[src/rtl/counter_pkg.sv]
// Shared types and parameter checking for the up/down modulo counter family.
package counter_pkg;

   // Count direction as sampled from the 'up' input.
   typedef enum logic {
      CNT_DOWN = 1'b0,
      CNT_UP   = 1'b1
   } count_dir_e;

   // Behaviour at the count boundary.
   typedef enum logic {
      CNT_WRAP = 1'b0,
      CNT_SAT  = 1'b1
   } count_mode_e;

   // True when the WIDTH / MAX_VAL / PRESCALE combination is usable.
   // Width is capped so the 64-bit range computation below cannot overflow.
   function automatic logic counter_params_ok(input int     width,
                                              input longint max_val,
                                              input int     prescale);
      logic ok;
      ok = 1'b1;
      if ((width < 32'sd2) || (width > 32'sd62)) begin
         ok = 1'b0;
      end else if ((max_val < 64'sd1) ||
                   (max_val > ((64'sd1 <<< width) - 64'sd1))) begin
         ok = 1'b0;
      end else if (prescale < 32'sd1) begin
         ok = 1'b0;
      end else begin
         ok = 1'b1;
      end
      return ok;
   endfunction

endpackage

[src/rtl/counter_prescaler.sv]
// Clock-enable prescaler: produces one tick every PRESCALE enabled cycles.
// A synchronous clear (clear or load of the parent counter) restarts the phase.
module counter_prescaler #(
   parameter int PRESCALE = 1
) (
   input  logic clk,
   input  logic rst,
   input  logic sync_clr,
   input  logic enable,
   output logic tick
);

   localparam int            PW      = (PRESCALE > 1) ? $clog2(PRESCALE) : 1;
   localparam logic [PW-1:0] LP_LAST = PW'(PRESCALE - 1);
   localparam logic [PW-1:0] LP_ONE  = PW'(1);
   localparam logic [PW-1:0] LP_ZERO = {PW{1'b0}};

   logic [PW-1:0] r_phase;
   logic [PW-1:0] w_phase_nxt;
   logic          w_last;

   assign w_last = (r_phase == LP_LAST);
   // A tick is suppressed on clear/load edges so those always win over a step.
   assign tick   = enable & ~sync_clr & w_last;

   // Next phase: restart on clear, advance on enable, hold otherwise.
   always_comb begin
      w_phase_nxt = r_phase;
      if (sync_clr) begin
         w_phase_nxt = LP_ZERO;
      end else if (enable) begin
         if (w_last) begin
            w_phase_nxt = LP_ZERO;
         end else begin
            w_phase_nxt = r_phase + LP_ONE;
         end
      end else begin
         w_phase_nxt = r_phase;
      end
   end

   // Phase register with asynchronous reset.
   always_ff @(posedge clk or posedge rst) begin
      if (rst) begin
         r_phase <= LP_ZERO;
      end else begin
         r_phase <= w_phase_nxt;
      end
   end

endmodule

[src/rtl/mod_updown_counter.sv]
// Parametrised up/down modulo counter (0..MAX_VAL) with prescaled enable,
// one-cycle terminal-count pulse and sticky overflow flag.
// Optional feature macro: MUDC_SATURATE_EN adds the sat_mode input, which
// selects saturate instead of wrap at the boundary. Without it the counter
// always wraps.
module mod_updown_counter
   import counter_pkg::*;
#(
   parameter int WIDTH    = 8,
   parameter int MAX_VAL  = (2 ** WIDTH) - 1,
   parameter int PRESCALE = 1
) (
   input  logic             clk,
   input  logic             rst,
   input  logic             clear,
   input  logic             load,
   input  logic [WIDTH-1:0] start_val,
   input  logic             enable,
   input  logic             up,
`ifdef MUDC_SATURATE_EN
   input  logic             sat_mode,
`endif
   output logic [WIDTH-1:0] count,
   output logic             tc,
   output logic             ovf
);

   // All comparisons and +/-1 arithmetic run one bit wider than the count.
   localparam logic [WIDTH:0] LP_MAX  = (WIDTH + 1)'(MAX_VAL);
   localparam logic [WIDTH:0] LP_ONE  = (WIDTH + 1)'(1);
   localparam logic [WIDTH:0] LP_ZERO = {(WIDTH + 1){1'b0}};

   generate
      if (!counter_params_ok(WIDTH, longint'(MAX_VAL), PRESCALE)) begin : g_bad_params
         $error("mod_updown_counter: illegal WIDTH/MAX_VAL/PRESCALE combination");
      end
   endgenerate

   logic [WIDTH-1:0] r_count;
   logic             r_tc;
   logic             r_ovf;

   logic             w_tick;
   logic             w_sync_clr;
   logic [WIDTH:0]   w_cur;
   logic [WIDTH:0]   w_start;
   count_dir_e       w_dir;
   count_mode_e      w_mode;
   logic [WIDTH-1:0] w_count_nxt;
   logic             w_tc_nxt;
   logic             w_ovf_nxt;

   assign w_sync_clr = clear | load;
   assign w_cur      = {1'b0, r_count};
   assign w_start    = {1'b0, start_val};
   assign w_dir      = up ? CNT_UP : CNT_DOWN;

`ifdef MUDC_SATURATE_EN
   assign w_mode = sat_mode ? CNT_SAT : CNT_WRAP;
`else
   assign w_mode = CNT_WRAP;
`endif

   counter_prescaler #(
      .PRESCALE (PRESCALE)
   ) u_prescaler (
      .clk      (clk),
      .rst      (rst),
      .sync_clr (w_sync_clr),
      .enable   (enable),
      .tick     (w_tick)
   );

   // Next count/tc/ovf with priority clear > load > step > hold.
   always_comb begin
      w_count_nxt = r_count;
      w_tc_nxt    = 1'b0;
      w_ovf_nxt   = r_ovf;
      if (clear) begin
         w_count_nxt = {WIDTH{1'b0}};
         w_ovf_nxt   = 1'b0;
      end else if (load) begin
         // Out-of-range load values clamp to the top of the sequence.
         if (w_start > LP_MAX) begin
            w_count_nxt = WIDTH'(LP_MAX);
         end else begin
            w_count_nxt = start_val;
         end
      end else if (w_tick) begin
         case (w_dir)
            CNT_UP: begin
               if (w_cur == LP_MAX) begin
                  w_tc_nxt  = 1'b1;
                  w_ovf_nxt = 1'b1;
                  if (w_mode == CNT_SAT) begin
                     w_count_nxt = r_count;
                  end else begin
                     w_count_nxt = {WIDTH{1'b0}};
                  end
               end else begin
                  w_count_nxt = WIDTH'(w_cur + LP_ONE);
               end
            end
            CNT_DOWN: begin
               if (w_cur == LP_ZERO) begin
                  w_tc_nxt  = 1'b1;
                  w_ovf_nxt = 1'b1;
                  if (w_mode == CNT_SAT) begin
                     w_count_nxt = r_count;
                  end else begin
                     w_count_nxt = WIDTH'(LP_MAX);
                  end
               end else begin
                  w_count_nxt = WIDTH'(w_cur - LP_ONE);
               end
            end
            default: begin
               w_count_nxt = r_count;
            end
         endcase
      end else begin
         w_count_nxt = r_count;
      end
   end

   // Output state registers with asynchronous reset.
   always_ff @(posedge clk or posedge rst) begin
      if (rst) begin
         r_count <= {WIDTH{1'b0}};
         r_tc    <= 1'b0;
         r_ovf   <= 1'b0;
      end else begin
         r_count <= w_count_nxt;
         r_tc    <= w_tc_nxt;
         r_ovf   <= w_ovf_nxt;
      end
   end

   assign count = r_count;
   assign tc    = r_tc;
   assign ovf   = r_ovf;

endmodule

[config.mk]
export PLATFORM = sky130hd
export DESIGN_NAME = mod_updown_counter
export DESIGN_NICKNAME = d
export VERILOG_FILES = /design/src/rtl/counter_pkg.sv /design/src/rtl/counter_prescaler.sv /design/src/rtl/mod_updown_counter.sv
export SDC_FILE = /design/constraint.sdc
export NUM_CORES = 1
export LEC_CHECK = 0
export CELL_PAD_IN_SITES_DETAIL_PLACEMENT = 0
export CELL_PAD_IN_SITES_GLOBAL_PLACEMENT = 1
export CORE_UTILIZATION = 35
export DETAILED_ROUTE_END_ITERATION = 10
export HOLD_SLACK_MARGIN = 0.06
export PLACE_DENSITY_LB_ADDON = 0.2
export SKIP_LAST_GASP = 1
export SLEW_MARGIN = 20
export SYNTH_ARGS = -nofsm -noshare
export SYNTH_HDL_FRONTEND = slang
export SYNTH_HIERARCHICAL = 1
export SYNTH_SLANG_ARGS = --single-unit
export TNS_END_PERCENT = 50
[constraint.sdc]
create_clock -name clk -period 3.3 [get_ports clk]
set_input_delay 0.825 -clock clk [delete_from_list [all_inputs] [get_ports clk]]
set_output_delay 0.825 -clock clk [all_outputs]
set_load 0.05 [all_outputs]
==> out/metrics.cfg <==
[timing]
setup_viol=0
fin_worst_skew_ps=2.30
post-route-min-period_ps=2630
rsz0062_at_grt=false
finalHoldViolations=0
slew-limit-headroom_pct=58.6
worst_pin_slew_ps=619
final.setup.tns_ps=0
max_freq_mhz=380
period_share_pct=79.8
slew_viol_final=0

[clocking]
clk_pin_slew_ps=70
cts.path.max_buffers=2
cts_tree=yes
cts.sinks=10
ctsResizeCount=0
holdBufCountCts=0
clockRootBuffer=clkbuf_4
cts.htree.levels=1
clock_latency_ps=280
numCtsBuffers=3
cts_setup_buffers=0

[worst_setup_path]
cp_data_required_time_ps=2470
path_delay_family=buffers and inverters
cp_num_buf_inv=1
critPathArrivalTime_ps=1810
critPathMaxStageDelay_ps=890
rr_startpoint=count[0]
cp_slowest_cell=clkdlybuf4s50_1
cp_max_fo=12
startpoint=count[2]
start_kind=flip-flop
endpoint_kind=output port
worstSetupPathType=flip-flop to output port
cp_cell_sequence=clkdlybuf4s50_1

[logic_synthesis]
ys_seq_area_share_pct=25.8
avgSynthCellArea_um2=8.91
synth_top_area_share_pct=25.8
synth_edf_count=0
synthTopCellsByCount=10 x a21oi_1, 10 x dfrtp_1, 6 x inv_1, 5 x nor2_1
yosys-top-cells-area=dfrtp_1 26%, a21oi_1 5.2%, ha_1 3.9%
yosys.area.top_type=dfrtp_1
ys_ff_latch=10
postSynth.asyncResetShare_pct=100
synthesis.area_um2=971
yosys_warnings=6
syn_nets=126
synth_cells=109
synth_ff_type=dfrtp_1
ys_types=48

[placed_design]
globalplace.congestion=0.816
hpwlAfterDp_mm=1.80
portBuffers=23

[routing]
num_vias=909
drtAntennaViolNets=0
drc=0
routed_wirelength_mm=2.41
wl_per_cell_um=15.2
drt_iter0_markers=17
vias_per_cell=5.72
dr.pass1.iters=4

[run_status]
outcome=completed

[die]
start_util_pct=38.2
dieWidth_um=54.7
fp.coreArea_um2=2540
rows=18
die_height_um=54.7
io-pin-count=24
die_area_um2=2990

[grt]
grt_use_total_pct=18.8
grt_pass1_wl_mm=3.91
grt_max_degree=19
overflow=0
grt_pass1_vias=799
antenna_found_initial=0

[run]
maxCapViolations=0

[power]
sequentialPowerShare_pct=38.0
power_density_nw_per_um2=346
net-switching-power_mw=0.172
ir_drop_v=0.000174
clkPwrFrac_pct=21.5
p_comb_share_pct=40.6
internal_power_mw=0.250
fin_total_pwr_mw=0.422
leakagePower_nw=0.481
p_sw_share_pct=40.7

[cells_and_area]
diodes=0
layout.nets=148
syn_to_final_growth_pct=25.8
drive_gt1_share_pct=16.3

[min_path]
holdCritPathClass=flip-flop to flip-flop
holdCritStartpoint=ovf

sequential cells by signal (all words and copies together), names as in the netlist:
| signal | flops |
|---|---|
| count | 8 |
| ovf | 1 |
| tc | 1 |
area by class of cell:
cell class              count  area, um^2
flip-flops and latches     10         250
well taps                  30        37.5
fillers                   263        1320
clock buffers               3        22.5
multi-input cells          85         643
inverters                   6        22.5
repair buffers             25         245
placed cells by master (no fill, tap or decap), types with 3 or more instances in the layout:
master and instances:
clkdlybuf4s50_1 23, a21oi_1 10, dfrtp_1 10, inv_1 6, nor2_1 5, nand2_1 4, nand4_1 4, o21ai_0 4
nand3_1 4, a22oi_1 4, nor2b_1 3, ha_1 3, clkbuf_4 3
per-stage QoR:
step                hold slack (ps)  cell area (um^2)  setup WS, ps  utilization [%]  std cells
global placement                458              1200           534             47.1        156
floorplan                       665               971          1160                -        109
detailed placement              465              1200           484             47.1        156
finish                          482              1220           668             48.0        159
global route                    521              1220           558             48.0        159
CTS                             484              1220           660             48.0        159
cell families (layout without fill, tap and decap cells):
kind of cell	Yosys count	count (layout)	synth area share, %
simple gates	39	39	29.0
buf+inv	14	34	7.99
fa+ha+maj	3	3	3.87
flops	10	10	25.8
xor+xnor	3	3	2.71
mux	1	1	1.03
compound gates	39	39	29.6
power groups by stage:
stage	clock [mW]	combinational, mW	sequential, mW
after floorplan	0	0.106	0.179
after CTS	0.0892	0.173	0.161
after global placement	0	0.171	0.162
after detailed placement	0	0.171	0.163
final	0.0906	0.171	0.160
after global routing	0.0963	0.187	0.164
final timing paths:
path / to / slack, ps / cells past startpoint
setup / recovery: count[2] / 670 / 1
hold / removal: ovf / 480 / 1
setup reg to reg: count[4] / 1620 / 6
hold reg to reg: ovf / 480 / 1
max in group asynchronous: ovf / 2190 / 2
min in group asynchronous: count[5] / 830 / 2
per-layer routing:
metal | wire, um | track usage (%) | vias up
met5 | 0 | 0 | -
met4 | 46 | 7.69 | 0
met3 | 71 | 2.50 | 5
met1 | 1210 | 26.3 | 432
met2 | 1090 | 28.5 | 21
li1 | - | - | 451
(Power assumes the default switching activity.)
